File: src/rtl/srff_cmd_driver.sv
// srff_cmd_driver: sequences SET/CLR/PRESET/HOLD commands into timed, mutually
// exclusive S/R or active-low preset pulses and confirms the result on Q.
module srff_cmd_driver #(
    parameter int PULSE_W = 1,
    parameter int GAP_W   = 1,
    parameter int TIMEOUT = 4
) (
    input  logic       clk,
    input  logic       rst,
    input  logic       cmd_valid,
    input  logic [1:0] cmd_op,
    output logic       cmd_ready,
    input  logic       Q,
    output logic       S,
    output logic       R,
    output logic       P,
    output logic       busy,
    output logic       done,
    output logic       err
);

    // state    | meaning
    // ---------+--------------------------------------------------------------
    // ST_IDLE  | ready for a command; HOLD is answered here without leaving
    // ST_PULSE | S, R or P held active for PULSE_W cycles
    // ST_CHECK | drives released, Q compared to the expected value, TIMEOUT max
    // ST_GAP   | GAP_W guard cycles with all drives inactive

    localparam int MAX_A = (PULSE_W > GAP_W) ? PULSE_W : GAP_W;
    localparam int MAX_W = (MAX_A > TIMEOUT) ? MAX_A : TIMEOUT;
    localparam int CNT_W = $clog2(MAX_W + 1);

    localparam logic [CNT_W-1:0] CNT_ONE  = CNT_W'(1);
    localparam logic [CNT_W-1:0] PULSE_LD = CNT_W'(PULSE_W - 1);
    localparam logic [CNT_W-1:0] CHECK_LD = CNT_W'(TIMEOUT - 1);
    localparam logic [CNT_W-1:0] GAP_LD   = CNT_W'((GAP_W > 0) ? GAP_W - 1 : 0);

    localparam logic [1:0] OP_HOLD   = 2'b00;
    localparam logic [1:0] OP_CLR    = 2'b01;
    localparam logic [1:0] OP_SET    = 2'b10;
    localparam logic [1:0] OP_PRESET = 2'b11;

    generate
        if (PULSE_W < 1) begin : g_bad_pulse_w
            $error("srff_cmd_driver: PULSE_W must be at least 1");
        end
        if (GAP_W < 0) begin : g_bad_gap_w
            $error("srff_cmd_driver: GAP_W must not be negative");
        end
        if (TIMEOUT < 1) begin : g_bad_timeout
            $error("srff_cmd_driver: TIMEOUT must be at least 1");
        end
    endgenerate

    typedef enum logic [1:0] {
        ST_IDLE  = 2'd0,
        ST_PULSE = 2'd1,
        ST_CHECK = 2'd2,
        ST_GAP   = 2'd3
    } state_t;

    state_t           state_q, state_d;
    logic [CNT_W-1:0] cnt_q, cnt_d;
    logic             exp_q, exp_d;
    logic             s_q, s_d;
    logic             r_q, r_d;
    logic             p_q, p_d;
    logic             done_q, done_d;
    logic             err_q, err_d;
    logic             q_match;

    assign q_match = (Q == exp_q);

    always_comb begin
        state_d = state_q;
        cnt_d   = cnt_q;
        exp_d   = exp_q;
        // Drives rest inactive unless PULSE explicitly holds them.
        s_d     = 1'b0;
        r_d     = 1'b0;
        p_d     = 1'b1;
        done_d  = 1'b0;
        err_d   = 1'b0;

        case (state_q)
            ST_IDLE: begin
                if (cmd_valid) begin
                    case (cmd_op)
                        OP_HOLD: begin
                            done_d = 1'b1;
                        end
                        OP_CLR: begin
                            r_d     = 1'b1;
                            exp_d   = 1'b0;
                            cnt_d   = PULSE_LD;
                            state_d = ST_PULSE;
                        end
                        OP_SET: begin
                            s_d     = 1'b1;
                            exp_d   = 1'b1;
                            cnt_d   = PULSE_LD;
                            state_d = ST_PULSE;
                        end
                        default: begin
                            p_d     = 1'b0;
                            exp_d   = 1'b1;
                            cnt_d   = PULSE_LD;
                            state_d = ST_PULSE;
                        end
                    endcase
                end
            end

            ST_PULSE: begin
                if (cnt_q == '0) begin
                    cnt_d   = CHECK_LD;
                    state_d = ST_CHECK;
                end else begin
                    s_d   = s_q;
                    r_d   = r_q;
                    p_d   = p_q;
                    cnt_d = cnt_q - CNT_ONE;
                end
            end

            ST_CHECK: begin
                if (q_match || (cnt_q == '0)) begin
                    done_d = 1'b1;
                    err_d  = ~q_match;
                    if (GAP_W > 0) begin
                        cnt_d   = GAP_LD;
                        state_d = ST_GAP;
                    end else begin
                        cnt_d   = '0;
                        state_d = ST_IDLE;
                    end
                end else begin
                    cnt_d = cnt_q - CNT_ONE;
                end
            end

            ST_GAP: begin
                if (cnt_q == '0) begin
                    state_d = ST_IDLE;
                end else begin
                    cnt_d = cnt_q - CNT_ONE;
                end
            end

            default: begin
                cnt_d   = '0;
                state_d = ST_IDLE;
            end
        endcase
    end

    always_ff @(posedge clk or negedge rst) begin
        if (!rst) begin
            state_q <= ST_IDLE;
            cnt_q   <= '0;
            exp_q   <= 1'b0;
            s_q     <= 1'b0;
            r_q     <= 1'b0;
            p_q     <= 1'b1;
            done_q  <= 1'b0;
            err_q   <= 1'b0;
        end else begin
            state_q <= state_d;
            cnt_q   <= cnt_d;
            exp_q   <= exp_d;
            s_q     <= s_d;
            r_q     <= r_d;
            p_q     <= p_d;
            done_q  <= done_d;
            err_q   <= err_d;
        end
    end

    assign S         = s_q;
    assign R         = r_q;
    assign P         = p_q;
    assign done      = done_q;
    assign err       = err_q;
    assign cmd_ready = (state_q == ST_IDLE);
    assign busy      = (state_q != ST_IDLE);

endmodule

File: config.mk
export PLATFORM = sky130hd
export DESIGN_NAME = srff_cmd_driver
export DESIGN_NICKNAME = d
export VERILOG_FILES = /design/src/rtl/srff_cmd_driver.sv
export SDC_FILE = /design/constraint.sdc
export NUM_CORES = 1
export LEC_CHECK = 0
export CELL_PAD_IN_SITES_DETAIL_PLACEMENT = 1
export CELL_PAD_IN_SITES_GLOBAL_PLACEMENT = 1
export CORE_UTILIZATION = 33
export DETAILED_ROUTE_END_ITERATION = 7
export PLACE_DENSITY = 0.81
export SLEW_MARGIN = 5
export SYNTH_ARGS = -nofsm -noshare
export SYNTH_HDL_FRONTEND = slang
export SYNTH_SLANG_ARGS = --single-unit
File: constraint.sdc
create_clock -name clk -period 1.54 [get_ports clk]
set_input_delay 0.308 -clock clk [delete_from_list [all_inputs] [get_ports clk]]
set_output_delay 0.308 -clock clk [all_outputs]
set_load 0.01 [all_outputs]
==> impl_metrics.json <==
{
  "status": "completed",
  "ys_types": 26,
  "fillerInstances": 197,
  "rr_worst_depth": 5,
  "io_pins": 13,
  "synthTopCellsByCount": "11 x nand2_1, 10 x dfrtp_1, 7 x ha_1, 5 x inv_1",
  "first_pass_iters": 4,
  "grt_max_degree": 12,
  "drt-wirelength-per-cell_um": 14.0,
  "fmax_mhz": 658,
  "fin_util_pct": 56.3,
  "num_rows": 15,
  "powerDensity_mw_per_mm2": 1990,
  "synthFlopType": "dfrtp_1",
  "setup_viol": 0,
  "ant_nets": 0,
  "cts_root_buffer": "clkbuf_4",
  "path_clk_slew_ns": 0.07,
  "drv_cap": 0,
  "start_util_pct": 36.4,
  "grt_pass1_vias": 604,
  "period_needed_ns": 1.52,
  "cp.arrival_ns": 1.67,
  "crit_start": "cnt_q[0]",
  "clock_latency_ns": 0.26,
  "hold_viol": 0,
  "max_slew_margin_pct": 65.7,
  "diodes": 0,
  "timing.rr.end": "state_q[1]",
  "synth_most_common_cell": "nand2_1",
  "htreeDepth": 1,
  "grt_use_total_pct": 17.1,
  "path_buf_inv": 1,
  "totalWireLength_mm": 1.67,
  "num_vias": 568,
  "core_sq_mm": 0.00178,
  "criticalPathCategory": "flop to flop",
  "gp_congestion": 0.813,
  "dpl_cell_area_sq_um": 878,
  "cts_tree": "built",
  "synth_nets": 78,
  "top_layer_used": "met4",
  "cp_slowest_cell": "dfrtp_1",
  "areaGrowthSynthToFinish_pct": 54.8,
  "synth_area_sq_um": 648,
  "avgSynthCellArea_sq_um": 9.97,
  "synth_largest_area_cell": "dfrtp_1",
  "synth-seq-area-share_pct": 42.7,
  "seqCellArea_sq_um": 277,
  "p_total_mw": 2.00,
  "multi_input_area_sq_um": 420,
  "wl_met2_um": 823,
  "cts_buffers": 3,
  "synth_top_area_share_pct": 38.6,
  "dp_hpwl_mm": 1.24,
  "synth_area_leaders": "dfrtp_1 39%, ha_1 14%, nand2_1 6.4%, dfstp_2 4.1%, o31ai_1 3.5%",
  "grt_pass1_wl_mm": 2.53,
  "hp-class": "input port to asynchronous set/reset pin",
  "dieWidth_um": 46.3,
  "dpl.cell_count": 112,
  "io_buffers": 12,
  "reg2reg_slack_ns": 0.02,
  "synth_edf_count": 0,
  "critPathLaunchType": "flop",
  "worst_pin_slew_ns": 0.513,
  "clock-sinks": 11,
  "final_area_sq_mm": 0.00100,
  "tns_ns": 0,
  "die_y_um": 46.3,
  "endpoint_kind": "flop",
  "cp_max_fo": 4,
  "drtIter0Drc": 10,
  "wl_met3_um": 52,
  "overflow": 0,
  "drc": 0,
  "hold_buffers": 0,
  "holdWs_ns": 0.381,
  "fin_nets": 108,
  "antenna_found_initial": 0,
  "max_stage_delay_ns": 0.37,
  "synth-async-reset-ratio_pct": 100,
  "fp.dieArea_sq_mm": 0.00215,
  "peakVddDrop_uv": 975,
  "rsz0062_at_grt": "yes",
  "preCtsSetupSlack_ns": -0.290,
  "fin_crit_sh_pct": 98.7,
  "drive_above_1_share_pct": 34.0,
  "yosysWarnings": 0,
  "viasPerCell": 4.77,
  "cp.required_ns": 1.69,
  "fin_skew_ns": 0.00302,
  "cts_buffer_depth": 2,
  "p_leak_nw": 0.463,
  "met1_length_um": 739,
  "final_cells": 119,
  "regToRegStartpoint": "cnt_q[0]",
  "final.setup.worst_slack_ns": 0.0194,
  "synthCells": 65,
  "crit_family": "flip-flops",
  "synth_seq_cells": 11,
  "drv_slew": 0,
  "cp_cell_sequence": "inv_1, ha_1, and2b_2, o21ai_4, mux2_4"
}
-- layout make-up --
cell class / count / area share (%)
tap: 25 / 3.12
multi-input combinational: 48 / 41.9
clock buffer: 4 / 2.62
sequential: 11 / 27.6
inverter: 5 / 1.87
timing repair buffer: 26 / 22.9
-- cells by family after synthesis --
logic type / count (synthesis) / synth area share (%)
and+or+nand+nor: 24 / 18.0
buffers and inverters: 6 / 3.47
DFF: 11 / 42.7
muxes: 3 / 5.40
adders and majority gates: 7 / 13.5
xor gates and xnor gates: 1 / 1.35
AOI/OAI and AO/OA: 13 / 15.6
-- how the worst max path moves through the flow --
stage,end,depth (start not counted)
2_1_floorplan,state_q[1],5
3_3_place_gp,state_q[1],5
3_5_place_dp,state_q[1],5
4_1_cts,state_q[1],5
5_1_grt,P,6
6_report,state_q[1],5
-- registers in the layout, summed over array words and instances, names as in the netlist --
name	count
done	1
P	1
err	1
exp_q	1
R	1
state_q	2
S	1
cnt_q	3
-- cell usage in the layout (no fill, tap or decap), types with 2 or more instances in the layout --
cell / count
buf_4: 13
nand2_1: 11
dfrtp_1: 10
clkdlybuf4s50_1: 8
inv_1: 3
nor2_1: 3
nand3_1: 3
o31ai_1: 3
ha_4: 3
ha_1: 3
clkbuf_4: 3
inv_2: 2
nand2b_1: 2
mux2i_1: 2
a21oi_1: 2
a22o_1: 2
clkdlybuf4s15_1: 2
-- power by group --
group / internal [mW] / total, mW / leakage, nW / switching [mW]
clock: 0.100 / 0.196 / 0.0150 / 0.0958
sequential: 0.388 / 0.453 / 0.140 / 0.0653
combinational: 0.708 / 1.35 / 0.308 / 0.641
total: 1.20 / 2.00 / 0.463 / 0.802
-- layer usage --
metal	global-route usage [%]	vias to the layer above
met5	0	-
met3	3.92	4
met1	19.0	273
met4	10.6	0
met2	28.9	11
li1	-	280
-- repair_timing --
action                     in CTS  in global routing
resized for setup               9                 15
pin swaps                       1                  4
buffers inserted                1                  2
setup endpoints to repair       4                  9
(Power assumes the default switching activity.)
